## config.mk

```make
export PLATFORM = sky130hd
export DESIGN_NAME = pc_sequencer
export DESIGN_NICKNAME = d
export VERILOG_FILES = /design/src/rtl/pc_seq_pkg.sv /design/src/rtl/pc_sequencer_ret_stack.sv /design/src/rtl/pc_sequencer.sv
export SDC_FILE = /design/constraint.sdc
export NUM_CORES = 1
export LEC_CHECK = 0
export ABC_AREA = 1
export CORE_UTILIZATION = 45
export DETAILED_ROUTE_END_ITERATION = 10
export DONT_BUFFER_PORTS = 1
export GPL_TIMING_DRIVEN = 0
export PLACE_DENSITY = 0.71
export SLEW_MARGIN = 10
export SYNTH_ARGS = -nofsm -noshare
export SYNTH_HDL_FRONTEND = slang
export SYNTH_SLANG_ARGS = --single-unit
```

## constraint.sdc

```tcl
create_clock -name clk -period 2.7 [get_ports clk]
set_clock_uncertainty 0.1 [all_clocks]
set_input_delay 0.81 -clock clk [delete_from_list [all_inputs] [get_ports clk]]
set_output_delay 0.81 -clock clk [all_outputs]
set_load 0.01 [all_outputs]
```

## src/rtl/pc_seq_pkg.sv

```systemverilog
// Shared types and default widths for the program-counter sequencer.
package pc_seq_pkg;

  localparam int unsigned DEF_D        = 12;
  localparam int unsigned DEF_S        = 4;
  localparam int unsigned DEF_START_PC = 0;
  localparam int unsigned DEF_HALT_PC  = 15;

  typedef enum logic [1:0] {
    ST_IDLE  = 2'd0,
    ST_RUN   = 2'd1,
    ST_DONE  = 2'd2,
    ST_FAULT = 2'd3
  } state_e;

  typedef enum logic [2:0] {
    FLOW_SEQ  = 3'd0,
    FLOW_REL  = 3'd1,
    FLOW_ABS  = 3'd2,
    FLOW_CALL = 3'd3,
    FLOW_RET  = 3'd4
  } flow_e;

endpackage

```

## src/rtl/pc_sequencer_ret_stack.sv

```systemverilog
// Bounded LIFO of return addresses; pop wins over push, clear empties it.
module ret_stack
  import pc_seq_pkg::*;
#(
  parameter int unsigned D = DEF_D,
  parameter int unsigned S = DEF_S
) (
  input  logic         clk,
  input  logic         clear,
  input  logic         push,
  input  logic         pop,
  input  logic [D-1:0] din,
  output logic [D-1:0] top_c,
  output logic         full_c,
  output logic         empty_c
);

  localparam int unsigned CW = $clog2(S + 1);
  localparam int unsigned AW = (S > 1) ? $clog2(S) : 1;

  logic [D-1:0]  mem [S];
  logic [CW-1:0] cnt_q;
  logic [AW-1:0] wr_idx;
  logic [AW-1:0] rd_idx;
  logic          do_push;
  logic          do_pop;

  assign full_c  = (cnt_q == CW'(S));
  assign empty_c = (cnt_q == '0);
  assign wr_idx  = AW'(cnt_q);
  assign rd_idx  = AW'(cnt_q - CW'(1));
  assign top_c   = mem[rd_idx];
  assign do_pop  = !clear && pop && !empty_c;
  assign do_push = !clear && !pop && push && !full_c;

  // Occupancy counter; the entry array itself needs no reset.
  always_ff @(posedge clk) begin
    if (clear) begin
      cnt_q <= '0;
    end else if (do_pop) begin
      cnt_q <= cnt_q - CW'(1);
    end else if (do_push) begin
      cnt_q <= cnt_q + CW'(1);
    end
  end

  always_ff @(posedge clk) begin
    if (do_push) begin
      mem[wr_idx] <= din;
    end
  end

endmodule

```

## src/rtl/pc_sequencer.sv

```systemverilog
// Program counter and run control: req/done handshake, prioritised flow, return stack.
module pc_sequencer
  import pc_seq_pkg::*;
#(
  parameter int unsigned D        = DEF_D,
  parameter int unsigned S        = DEF_S,
  parameter int unsigned START_PC = DEF_START_PC,
  parameter int unsigned HALT_PC  = DEF_HALT_PC
) (
  input  logic         clk,
  input  logic         reset,
  input  logic         req,
  input  logic         stall,
  input  logic         br_rel,
  input  logic         br_abs,
  input  logic         call,
  input  logic         ret,
  input  logic         zero_q,
  input  logic [D-1:0] target,
  input  logic [D-1:0] offset,
  output logic [D-1:0] prog_ctr,
  output logic         busy,
  output logic         done,
  output logic         fault
);

  state_e       state_q, state_d;
  flow_e        flow;
  logic [D-1:0] pc_q, pc_d;
  logic         busy_q, busy_d;
  logic         done_q, done_d;
  logic         fault_q, fault_d;
  logic         start;
  logic         halt_hit;
  logic         stk_push, stk_pop, stk_clear;
  logic [D-1:0] stk_top;
  logic         stk_full, stk_empty;

  assign start    = (state_q == ST_IDLE) && req;
  assign halt_hit = (pc_q == D'(HALT_PC));

  // Control priority: ret > call > br_abs > taken br_rel > sequential.
  always_comb begin
    flow = FLOW_SEQ;
    if (ret)                 flow = FLOW_RET;
    else if (call)           flow = FLOW_CALL;
    else if (br_abs)         flow = FLOW_ABS;
    else if (br_rel && zero_q) flow = FLOW_REL;
  end

  always_ff @(posedge clk) begin
    if (!reset) begin
      state_q <= ST_IDLE;
      pc_q    <= D'(START_PC);
      busy_q  <= 1'b0;
      done_q  <= 1'b0;
      fault_q <= 1'b0;
    end else begin
      state_q <= state_d;
      pc_q    <= pc_d;
      busy_q  <= busy_d;
      done_q  <= done_d;
      fault_q <= fault_d;
    end
  end

  always_comb begin
    state_d = state_q;
    unique case (state_q)
      ST_IDLE: if (req) state_d = ST_RUN;
      ST_RUN: begin
        if (!stall) begin
          if (halt_hit) begin
            state_d = ST_DONE;
          end else if (flow == FLOW_RET && stk_empty) begin
            state_d = ST_FAULT;
          end else if (flow == FLOW_CALL && stk_full) begin
            state_d = ST_FAULT;
          end
        end
      end
      ST_DONE, ST_FAULT: if (!req) state_d = ST_IDLE;
      default: state_d = ST_IDLE;
    endcase
  end

  // PC update, stack strobes and next flag values; a faulting step leaves PC unchanged.
  always_comb begin
    pc_d     = pc_q;
    stk_push = 1'b0;
    stk_pop  = 1'b0;
    if (start) begin
      pc_d = D'(START_PC);
    end else if (state_q == ST_RUN && !stall && !halt_hit) begin
      unique case (flow)
        FLOW_RET: begin
          if (!stk_empty) begin
            stk_pop = 1'b1;
            pc_d    = stk_top;
          end
        end
        FLOW_CALL: begin
          if (!stk_full) begin
            stk_push = 1'b1;
            pc_d     = target;
          end
        end
        FLOW_ABS: pc_d = target;
        FLOW_REL: pc_d = pc_q + offset;
        default:  pc_d = pc_q + D'(1);
      endcase
    end
    busy_d  = (state_d == ST_RUN);
    done_d  = (state_d == ST_DONE) || (state_d == ST_FAULT);
    fault_d = (state_d == ST_FAULT);
  end

  assign stk_clear = !reset || start;

  ret_stack #(
    .D(D),
    .S(S)
  ) u_ret_stack (
    .clk    (clk),
    .clear  (stk_clear),
    .push   (stk_push),
    .pop    (stk_pop),
    .din    (pc_q + D'(1)),
    .top_c  (stk_top),
    .full_c (stk_full),
    .empty_c(stk_empty)
  );

  assign prog_ctr = pc_q;
  assign busy     = busy_q;
  assign done     = done_q;
  assign fault    = fault_q;

endmodule

```

; ---- Word-level counts from Yosys, hierarchy flattened
; Memory sizes are Yosys's and may differ from the RTL's.
; Cells that the tools add are included.
[word_totals]
regBits = 20
ram_bits = 48
input_bits = 33
wordCells = 78
n_memories = 1
[classes]
addsub = 4
n_eq_ne = 14
mux = 26
n_bitwise = 1
reduce_logical = 26
[memory_table]
columns = memory, words, word_bits, rd, rd_ports_with_merged_regs, wr, line
row1 = u_ret_stack.mem, 4, 12, 1, 0, 1, pc_sequencer_ret_stack.sv:21  ; logic [D-1:0] mem [S];
[op_table]
columns = operator, n
row1 = 12-bit one-hot mux with 4 select lines, 1
row2 = 12-bit 2-to-1 mux, 2
row3 = 2-bit 2-to-1 mux, 8
row4 = 12-bit by 1-bit adder with 12-bit output (second input constant), 1
row5 = 12-bit adder, 1
row6 = 12-bit by 4-bit equality test with 1-bit output (second input constant), 1
row7 = 1-bit logical AND, 11
row8 = 1-bit 2-to-1 mux, 11
row9 = 3-bit 2-to-1 mux, 3
row10 = 2-bit equality test (second input constant), 4
row11 = 1-bit zero test, 7
row12 = 3-bit by 2-bit equality test with 1-bit output (second input constant), 2
row13 = 3-bit equality test (second input constant), 2
row14 = 2-bit one-hot mux with 3 select lines, 1
row15 = 2-bit by 1-bit equality test with 1-bit output (second input constant), 2
row16 = 2-bit != test (second input constant), 2
row17 = 2-bit OR reduction, 2
row18 = 3-bit by 1-bit adder with 3-bit output (second input constant), 1
row19 = 3-bit by 1-bit equality test with 1-bit output (second input constant), 1
row20 = 3-bit zero test, 1
row21 = 3-bit AND reduction, 1
row22 = 3-bit by 1-bit subtractor with 3-bit output (second input constant), 1
row23 = 2-bit zero test, 1
row24 = 1-bit logical OR, 2
row25 = 2 further kinds, 2

; ---- Longest topological paths before layout
[depth]
depth_word = 15
mapped_depth = 13
depth_no_buf = 13

; ---- Cells and area by module
; A second synthesis with hierarchy kept.
[hier_totals]
cells_unflattened = 502
area_unflattened_um2 = 4033.9
[modules_own_cells]
columns = mod, n_inst, cells_per_inst, area_each_um2
row1 = ret_stack, 1, 166, 2084.5
row2 = pc_sequencer, 1, 336, 1949.4

; ---- Worst setup path before layout
; OpenSTA, ideal clock, no wires.
[synth_path]
path_type = in2reg
start = input call
end = memory u_ret_stack.mem[1][0] (netlist name) (enable)
t_arrival_ns = 1.933
t_required_ns = 2.220
setup_slack_ns = 0.287
cell_stages = 8
n_path_buf = 0
path_cell_list = inv_1 > nand2_1 > nand2_1 > inv_2 > nand2_1 > nor3_2 > nand2_4 > nor2_1
[synth_between]
elab_chain_len = 12
word_cells_on_any_way = 16
[synth_lines]
columns = item, line
row1 = from (decl), pc_sequencer.sv:16  ; input logic call,
row2 = 2-bit 2-to-1 mux *, pc_sequencer.sv:46  ; else if (call) flow = FLOW_CALL;
row3 = 3-bit 2-to-1 mux *, pc_sequencer.sv:45  ; if (ret) flow = FLOW_RET;
row4 = 3-bit equality test, pc_sequencer.sv:95  ; unique case (flow)
row5 = 1-bit 2-to-1 mux, pc_sequencer.sv:95
row6 = 1-bit 2-to-1 mux, pc_sequencer.sv:94  ; end else if (state_q == ST_RUN && !stall && !halt_hit) begin
row7 = 1-bit 2-to-1 mux, pc_sequencer.sv:92  ; if (start) begin
row8 = 1-bit zero test, pc_sequencer_ret_stack.sv:34  ; assign do_push = !clear && !pop && push && !full_c;
row9 = 1-bit logical AND, pc_sequencer_ret_stack.sv:34
row10 = 1-bit logical AND * (2 in series), pc_sequencer_ret_stack.sv:34
row11 = 1-bit 2-to-1 mux *, pc_sequencer_ret_stack.sv:48  ; if (do_push) begin
row12 = 1-bit 2-to-1 mux (not written as such) *, pc_sequencer_ret_stack.sv:49  ; mem[wr_idx] <= din;
row13 = to (decl), pc_sequencer_ret_stack.sv:21
; Mark *: on every way between the ends. The rest lies on a longest branch, timed or not.

; ---- Worst setup path after layout
[layout_path]
start = register u_ret_stack.cnt_q[0]
end = register pc_q[1], in the netlist prog_ctr[1]
[layout_between]
elab_chain_len = 4
word_cells_on_any_way = 9
[layout_lines]
columns = item, line
row1 = from (decl), pc_sequencer_ret_stack.sv:22  ; logic [CW-1:0] cnt_q;
row2 = from (signal assigned), pc_sequencer_ret_stack.sv:41  ; cnt_q <= cnt_q - CW'(1);
row3 = from (signal assigned), pc_sequencer_ret_stack.sv:43  ; cnt_q <= cnt_q + CW'(1);
row4 = 3-bit by 1-bit subtractor with 3-bit output, pc_sequencer_ret_stack.sv:31  ; assign rd_idx = AW'(cnt_q - CW'(1));
row5 = memory 4 x 12 bit, --
row6 = 12-bit 2-to-1 mux, pc_sequencer.sv:97  ; if (!stk_empty) begin
row7 = 12-bit one-hot mux with 4 select lines, pc_sequencer.sv:95
row8 = to (signal assigned), pc_sequencer.sv:54  ; pc_q <= D'(START_PC);
row9 = to (signal assigned), pc_sequencer.sv:60  ; pc_q <= pc_d;
row10 = to (decl), pc_sequencer.sv:29  ; logic [D-1:0] pc_q, pc_d;
; Parallel ways exist; a longest one is shown, timed or not. The select of a mux whose other input is x is not followed.
; A chain may end at the register's enable or synchronous reset.

==> results_dict.tcl <==
set metrics [dict create \
    worstMarginPinSlew_ps 595 \
    ys.flop_type "edfxtp_1" \
    synth-edff-count 48 \
    synth-seq-area-share 0.456 \
    grt_use_total 0.227 \
    start_util 0.460 \
    ys.warnings.count 0 \
    die_w_um 96.2 \
    worst_slack_ps 234 \
    drt-initial-drc-count 251 \
    final_nets 568 \
    power_density_mw_per_mm2 495 \
    clock_path_buffers 2 \
    ir_worst_vdd_uv 222 \
    cts-htree-levels 3 \
    port_buffers 0 \
    die_h_um 96.2 \
    slew_violations 0 \
    placed_cell_area_mm2 0.00413 \
    leakagePower_nw 1.90 \
    hpwl_um 7360 \
    clock-sinks 67 \
    fill_cells 845 \
    antenna_found_initial 0 \
    grt_pass1_wl_um 15200 \
    wl_per_cell_um 15.7 \
    layout_common_cells "nand2_1, nand3_1, inv_1, nor2_1, edfxtp_1" \
    gp_congestion 0.871 \
    grt_max_degree 13 \
    drt-pass1-iter-count 7 \
    clk_pin_slew_ps 70 \
    utilization 0.503 \
    post_cts_buffers 0 \
    ioPinCount 48 \
    dieArea_mm2 0.00926 \
    synth_top_area_cell "edfxtp_1" \
    vias_per_cell 5.29 \
    rsz0062_at_grt "no" \
    drt_wl_total_um 9890 \
    grt_pass1_vias 3079 \
    slew_headroom 0.603 \
    hold_path_class "flip-flop to flip-flop" \
    fin_area_mm2 0.00436 \
    yosysTopAreaCellShare 0.361 \
    setup_viol 0 \
    critPathLaunchType "flip-flop" \
    worstReg2RegStart "u_ret_stack.cnt_q[0]" \
    dp_slack_ps -397 \
    clock_latency_ps 340 \
    cts_inserted_buffers 9 \
    num_antenna_cells 0 \
    postCtsHoldBufs 0 \
    drive_gt1_frac 0.102 \
    finalHoldViolCount 0 \
    floorplan.rows 34 \
    synthCells 507 \
    vias 3335 \
    cp-end-kind "flip-flop" \
    critPathRequiredTime_ps 2850 \
    synthArstFlopShare 0 \
    maxCapViolCount 0 \
    grt_overflow 0 \
    synth_seq_cells 67 \
    root_buffer "clkbuf_8" \
    drc 0 \
    fin_crit_sh 0.913 \
    crit_fanout 19 \
    synth_nets 558 \
    min_period_ps 2470 \
    cp-startpoint "u_ret_stack.cnt_q[0]" \
    antenna_left 0 \
    reg2reg_slack_ps 230 \
    cp.arrival_ps 2620 \
    syn2layout_area_growth_pct 9.21 \
    fmax_ghz 0.406 \
    layout_commonest_cell "nand2_1" \
    status "completed" \
    worstHoldStart "u_ret_stack.cnt_q[2]" \
    ys_top_cells_by_area "edfxtp_1, nand2_1, dfxtp_1, nand3_1, ha_1" \
    crit_type "flip-flop to flip-flop" \
    synth_area_mm2 0.00400 \
    syn-mean-instance-area_um2 7.88 \
    fp.coreArea_mm2 0.00868 \
    synth_cell_types 37 \
    cts_tree "yes" \
]
==> critical path, stage by stage, from the launching register on <==
cell      delay, ps
dfxtp_1         330
buf_2           180
inv_2           290
ha_2            390
inv_1           130
clkbuf_4        240
o21ai_0         110
o22ai_1         170
nand2_1         120
nand3_1         110
nor2_1           40
a211oi_1        170
==> cell families (layout without fill, tap and decap cells) <==
group / Yosys count / after routing / synth area share
adders and majority gates: 18 / 18 / 0.0583
AOI/OAI and AO/OA: 58 / 58 / 0.0786
and+or+nand+nor: 282 / 282 / 0.313
xor gates and xnor gates: 8 / 8 / 0.0175
DFF: 67 / 67 / 0.456
buffers and inverters: 74 / 89 / 0.0764
==> worst paths after layout <==
check                               to  cells past startpoint
setup / recovery           prog_ctr[1]                     11
hold reg to reg   u_ret_stack.cnt_q[2]                      3
setup reg to reg           prog_ctr[1]                     11
hold / removal    u_ret_stack.cnt_q[2]                      3
==> synth_stat cells, types with 2 or more instances <==
library cell and instances:
nand2_1 147, nand3_1 58, inv_1 53, nor2_1 52, edfxtp_1 48, a21oi_1 25, dfxtp_1 19, o21ai_0 18
ha_1 17, inv_2 9, buf_2 7, xor2_1 7, nor3_2 6, o21ai_1 5, nand4_1 4, o22ai_1 4
nand2_2 3, buf_6 2, clkbuf_1 2, nand3b_1 2, nor2_2 2, nor3_1 2
==> flip-flops by register name, indices dropped and copies added, names as in the netlist <==
| name | count |
|---|---|
| busy | 1 |
| state_q | 2 |
| u_ret_stack.mem | 48 |
| prog_ctr | 12 |
| fault | 1 |
| u_ret_stack.cnt_q | 3 |
==> metrics by stage <==
step                std cells  hold WS [ps]  power (mW)  setup TNS [ps]
floorplan                 507           403        1.26               0
finish                    630           481        2.16               0
CTS                       631           474        2.16           -1210
detailed placement        615           438        1.30          -13440
global route              630           529        2.23               0
global placement          615           426        1.30          -10060
==> report_power, final <==
group / internal [mW] / switching [mW] / total [mW]
Combinational: 0.0561 / 0.114 / 0.170
Clock: 0.507 / 0.370 / 0.877
Sequential: 1.10 / 0.0127 / 1.11
Total: 1.66 / 0.496 / 2.16
==> layer usage <==
layer  part of all wire  global-route usage  wire, um
met1               0.44               0.276      4300
met2               0.49               0.385      4860
met3              0.041              0.0434       410
met4              0.031               0.109       310
met5                  0                   0         0
==> cell type report <==
cell class,count,area (um^2),area share
buffer,11,70.1,0.0161
multi-input combinational,366,1890,0.434
clock buffer,9,124,0.0284
inverter,62,236,0.0542
sequential,67,1820,0.418
tap,108,135,0.0310
clock inverter,7,82.6,0.0189
==> what timing repair did <==
action | in CTS | in global routing
setup endpoints to repair | 45 | 43
resized for setup | 5 | 4
pin swaps | 0 | 0
Note: power is estimated with default switching activity, not from simulation.
